$ cat src/rtl/wb_scoreboard.sv
// wb_scoreboard: writeback merge of ALU and long-latency results with busy scoreboard
// Ports: clk, rst (async, active-low); iss_valid/iss_rd mark a register busy;
//        chk_rs1/rs2/rd -> hazard; alu_* single-cycle results; lr_* long returns
//        (valid/ready) buffered in a FIFO; WE3/AD3/WD3 registered regfile write;
//        stall_req when FIFO full; busy bitmap; err sticky on return to a non-busy rd.
module wb_scoreboard #(
    parameter int XLEN       = 32,
    parameter int FIFO_DEPTH = 2
) (
    input  logic            clk,
    input  logic            rst,
    input  logic            iss_valid,
    input  logic [4:0]      iss_rd,
    input  logic [4:0]      chk_rs1,
    input  logic [4:0]      chk_rs2,
    input  logic [4:0]      chk_rd,
    output logic            hazard,
    input  logic            alu_valid,
    input  logic [4:0]      alu_rd,
    input  logic [XLEN-1:0] alu_data,
    input  logic            lr_valid,
    output logic            lr_ready,
    input  logic [4:0]      lr_rd,
    input  logic [XLEN-1:0] lr_data,
    output logic            WE3,
    output logic [4:0]      AD3,
    output logic [XLEN-1:0] WD3,
    output logic            stall_req,
    output logic [31:0]     busy,
    output logic            err
);
    localparam int PW = $clog2(FIFO_DEPTH);
    localparam int CW = PW + 1;

    logic [4:0]      fifo_rd_q   [FIFO_DEPTH];
    logic [XLEN-1:0] fifo_data_q [FIFO_DEPTH];
    logic [PW-1:0]   wr_ptr_q, rd_ptr_q;
    logic [CW-1:0]   cnt_q, cnt_d;
    logic [31:0]     busy_q, busy_d;
    logic            we3_q, wb_long_q, err_q;
    logic [4:0]      ad3_q, sel_rd;
    logic [XLEN-1:0] wd3_q, sel_data;
    logic            push, pop;

    // Ready depends only on occupancy so there is no combinational path from pop.
    assign lr_ready  = cnt_q < CW'(FIFO_DEPTH);
    assign stall_req = cnt_q == CW'(FIFO_DEPTH);
    assign push      = lr_valid & lr_ready;
    // ALU always wins; the FIFO only drains in ALU bubbles.
    assign pop       = ~alu_valid & (cnt_q != '0);
    assign sel_rd    = alu_valid ? alu_rd : fifo_rd_q[rd_ptr_q];
    assign sel_data  = alu_valid ? alu_data : fifo_data_q[rd_ptr_q];
    assign cnt_d     = cnt_q + CW'(push) - CW'(pop);
    assign hazard    = (busy_q[chk_rs1] & |chk_rs1) | (busy_q[chk_rs2] & |chk_rs2) |
                       (busy_q[chk_rd] & |chk_rd);
    assign WE3       = we3_q;
    assign AD3       = ad3_q;
    assign WD3       = wd3_q;
    assign busy      = busy_q;
    assign err       = err_q;

    // Clear on the commit edge of a long write; a same-cycle issue re-sets it.
    always_comb begin
        busy_d = busy_q;
        if (we3_q && wb_long_q) busy_d[ad3_q] = 1'b0;
        if (iss_valid && iss_rd != '0) busy_d[iss_rd] = 1'b1;
    end

    always_ff @(posedge clk or negedge rst) begin
        if (!rst) begin
            busy_q    <= '0;
            cnt_q     <= '0;
            wr_ptr_q  <= '0;
            rd_ptr_q  <= '0;
            we3_q     <= 1'b0;
            wb_long_q <= 1'b0;
            ad3_q     <= '0;
            wd3_q     <= '0;
            err_q     <= 1'b0;
        end else begin
            busy_q    <= busy_d;
            cnt_q     <= cnt_d;
            if (push) wr_ptr_q <= wr_ptr_q + PW'(1);
            if (pop) rd_ptr_q <= rd_ptr_q + PW'(1);
            we3_q     <= (alu_valid | pop) & (sel_rd != '0);
            wb_long_q <= pop;
            if (alu_valid | pop) begin
                ad3_q <= sel_rd;
                wd3_q <= sel_data;
            end
            err_q     <= err_q | (push & ~(busy_q[lr_rd] & |lr_rd));
        end
    end

    always_ff @(posedge clk) begin
        if (push) begin
            fifo_rd_q[wr_ptr_q]   <= lr_rd;
            fifo_data_q[wr_ptr_q] <= lr_data;
        end
    end
endmodule

$ cat config.mk
export PLATFORM = sky130hd
export DESIGN_NAME = wb_scoreboard
export DESIGN_NICKNAME = d
export VERILOG_FILES = /design/src/rtl/wb_scoreboard.sv
export SDC_FILE = /design/constraint.sdc
export NUM_CORES = 1
export LEC_CHECK = 0
export BUFFER_PORTS_ARGS = -buffer_cell sky130_fd_sc_hd__buf_4
export CAP_MARGIN = 30
export CORE_AREA = 2 2 124 126
export DETAILED_ROUTE_END_ITERATION = 10
export DIE_AREA = 0 0 126 128
export GPL_TIMING_DRIVEN = 0
export PLACE_DENSITY = 0.76
export SYNTH_ARGS = -nofsm -noshare
export SYNTH_HDL_FRONTEND = slang
export SYNTH_SLANG_ARGS = --single-unit
$ cat constraint.sdc
create_clock -name clk -period 6.75 [get_ports clk]
set_input_delay 1.0125 -clock clk [delete_from_list [all_inputs] [get_ports clk]]
set_output_delay 1.0125 -clock clk [all_outputs]
set_load 0.05 [all_outputs]
==> flow_summary.yaml <==
global_routing:
  grt_overflow_total: 0
  grt_pass1_wl_um: 29400
  grt_antenna_before_repair: 0
  grt_pass1_vias: 5594
  grt_max_degree: 77
  track_usage_pct: 23.4
worst_setup_path:
  worstPathArrival_ps: 3210
  path_cells: "clkbuf_1 > mux4_2 > mux2i_1 > o32ai_1 > a311o_1 > or4_1 > buf_4"
  maximum_fanout_count_along_the_critical_path: 6
  worst-r2r-cell-count: 9
  end_kind: "output pin"
  slowest_stage: "sky130_fd_sc_hd__mux4_2"
  timing.critical_path.slowest_cell_delay_ps: 570
  timing.critical_path.from_type: "input port"
  path_class: "in2out"
  critical_path_required_ps: 5740
routing:
  post_drt_via_cell_ratio: 5.78
  postRouteWirelength_um: 18600
  dr_total_vias: 5466
  post-route-drc-count: 0
  top_signal_layer_used: "met4"
  met3_length_um: 1520
  met2_length_um: 9330
  postRouteAntennaNets: 0
  first_pass_iters: 7
  routed_wire_length_per_instance_um: 19.7
  drt_first_iter_violations: 377
  route.layer.met1.wl_um: 7510
clock_network:
  numClockSinks: 150
  cts_tree: "built"
  cts_hold_buffers: 0
  post_cts.resized_instances: 0
  worst_skew_pair.late_latency_ps: 420
  cts-htree-levels: 4
  cts_max_path_buffers: 2
  cts.clk_slew.worst_paths_ps: 60
  tritoncts.num_buffers: 17
  post-cts-setup-buffer-count: 0
  clock_tree.root_cell: "sky130_fd_sc_hd__clkbuf_16"
final_layout:
  final_layout_size_suffix_gt1_share_pct: 30.8
  area_delta_synth_final_pct: 30.5
  layout.nets: 845
  final_util_pct: 60.9
  antenna_cells: 0
outcome:
  outcome: "finished, final reports clean"
timing:
  final.min_clock_period_ps: 4220
  setup_viol: 0
  max_freq_mhz: 237
  grt_setup_unrepaired: "no"
  worst_max_slew_margin_expressed_relative_to_the_limit_pct: 35.6
  worst_slew_pin_slew_ps: 958
  fin_tns_setup_ps: 0
  finalClockSkew_ps: 7.82
  final.period_utilization_pct: 62.5
  finalHoldViolCount: 0
  report.final.slew_viol_count: 0
placed_design:
  gp_congestion: 0.876
  place.port_buffers: 163
  dpl.hpwl_um: 13300
synthesis:
  ys_seq_area_share_pct: 59.4
  yosysUniqueCellTypes: 43
  yosys.area_share.adder_pct: 0.361
  synth_nets: 661
  yosys_warnings: 0
  post_synthesis_simple_gate_area_fraction_pct: 8.04
  combinational_family_with_the_most_area_after_synthesis: "multiplexers"
  share_of_synthesized_area_spent_on_multiplexers_pct: 17.2
  synth_compound_gate_area_share_pct: 12.2
  cell_area_after_synthesis_um2: 6940
  postSynthRegisterBits: 150
  synth-xor-area-share_pct: 0.505
  netlist_instances: 560
  synth.avg_cell_area_um2: 12.4
power_and_ir_drop:
  largest_vdd_supply_drop_mv: 0.231
  power.share.clock_pct: 22.3
  powerDensity_nw_per_um2: 467
  intPower_mw: 2.43
  power.sequential.fraction_pct: 34.8
  power.leakage_nw: 3.65
  power_switching_mw: 1.79
  power.share.switching_pct: 42.4
  power.share.combinational_pct: 42.9
floorplanning:
  number_of_rows_created_at_floorplan: 45
  initial_utilization_pct: 46.7
  dieArea_um2: 16100
  floorplan.die.width_um: 126
  floorplan.die.height_um: 128
  core-area_um2: 14900
  design.portCount: 173
run:
  cap_viol_max_count: 0
min_path:
  hold_path.class: "in2async"
power groups by stage:
stage / clock network [mW] / logic (mW) / registers [mW]
6_report: 0.944 / 1.81 / 1.47
5_1_grt: 0.993 / 1.93 / 1.50
3_5_place_dp: 0 / 1.81 / 1.48
2_1_floorplan: 0 / 0.717 / 1.95
3_3_place_gp: 0 / 1.77 / 1.46
4_1_cts: 0.953 / 1.82 / 1.46
kinds of logic (layout without fill, tap and decap cells):
family	Yosys count	in the layout
compound gates	160	160
flops	150	150
simple gates	123	123
mux	82	82
buf+inv	39	236
xor+xnor	4	4
fa+ha+maj	2	2
cell type report:
cell class                      instances  area (um^2)
Sequential cell                       150         4120
Timing Repair Buffer                  165         1270
Tap cell                              188          235
Clock inverter                         13          149
Clock buffer                           19          453
Fill cell                            1202         5810
Buffer                                 35          141
Multi-Input combinational cell        371         2670
Inverter                                4         15.0
Yosys cell counts (all sizes together):
| library cell | count | share of area (%) |
|---|---|---|
| a311oi | 1 | 0.13 |
| nor3b | 2 | 0.22 |
| o21ai | 101 | 7.3 |
| a211oi | 1 | 0.11 |
| buf | 9 | 0.63 |
| nand3b | 9 | 0.97 |
| nor2b | 1 | 0.090 |
| and3 | 2 | 0.18 |
| clkbuf | 26 | 1.4 |
| o31ai | 1 | 0.11 |
| mux4 | 28 | 9.3 |
| mux2i | 50 | 7.2 |
| nand3 | 3 | 0.22 |
| inv | 4 | 0.22 |
| o22a | 1 | 0.13 |
| a21boi | 1 | 0.11 |
| nand2b | 3 | 0.27 |
| o211ai | 1 | 0.11 |
| a21oi | 44 | 3.2 |
| xor2 | 1 | 0.13 |
| or4 | 1 | 0.11 |
| dfrtp | 76 | 27 |
| nor2 | 46 | 2.5 |
| edfxtp | 74 | 32 |
| a221o | 1 | 0.14 |
| nand4b | 1 | 0.13 |
| xnor2 | 3 | 0.38 |
| ha | 2 | 0.36 |
| nand2 | 46 | 2.5 |
| nor3 | 2 | 0.14 |
| or3b | 3 | 0.38 |
| mux2 | 4 | 0.65 |
| o32ai | 2 | 0.25 |
| a311o | 1 | 0.14 |
| nand4 | 1 | 0.090 |
| a31oi | 2 | 0.18 |
| o311ai | 1 | 0.13 |
| a2111oi | 1 | 0.13 |
| or3 | 3 | 0.27 |
| o21a | 1 | 0.11 |
through the flow:
step                      cells  setup slack (ps)  instance area, um^2  power [mW]  hold WS (ps)
after floorplan             560              2640                 6940        2.67           460
after global placement      911              2520                 8400        3.22           476
after detailed placement    912              2510                 8430        3.29           489
after CTS                   944              2500                 9030        4.23           503
after global routing        945              2410                 9050        4.43           389
final                       945              2530                 9050        4.23           397
worst max-delay path: cells and delay by family:
family | cells | cell delay, ps
multiplexers | 2 | 730
buffers and inverters | 2 | 580
AO/OA/AOI/OAI | 2 | 360
AND/OR/NAND/NOR | 1 | 520
flip-flops by register name, summed over array words and instances (netlist names):
| name | count |
|---|---|
| rd_ptr_q | 1 |
| wb_long_q | 1 |
| AD3 | 5 |
| WE3 | 1 |
| fifo_data_q | 64 |
| WD3 | 32 |
| wr_ptr_q | 1 |
| fifo_rd_q | 10 |
| err | 1 |
| cnt_q | 2 |
| busy | 32 |
worst paths after layout:
kind	start	endpoint	slack (ps)
max	chk_rs2[0]	hazard	2530
min	rst	WD3[24]	400
max reg2reg	cnt_q[1]	cnt_q[1]	4170
min reg2reg	err	err	510
max in group asynchronous	rst	WD3[2]	5780
min in group clk	err	err	510
metal layers:
layer / GRT usage, % / vias to the layer above
met1: 29.1 / 2721
met3: 6.80 / 28
met5: 0 / -
met2: 39.3 / 249
met4: 8.47 / 0
li1: - / 2468
placed cells by master, fill, tap and decap left out, types with 24 or more instances in the layout:
cell type                  count
sky130_fd_sc_hd__mux2i_1      50
sky130_fd_sc_hd__clkbuf_1     26
sky130_fd_sc_hd__mux4_2       24
sky130_fd_sc_hd__buf_4       163
sky130_fd_sc_hd__dfrtp_1      76
sky130_fd_sc_hd__nand2_1      46
sky130_fd_sc_hd__o21ai_0     101
sky130_fd_sc_hd__edfxtp_1     74
sky130_fd_sc_hd__nor2_1       45
sky130_fd_sc_hd__a21oi_1      44
(Power assumes the default switching activity.)
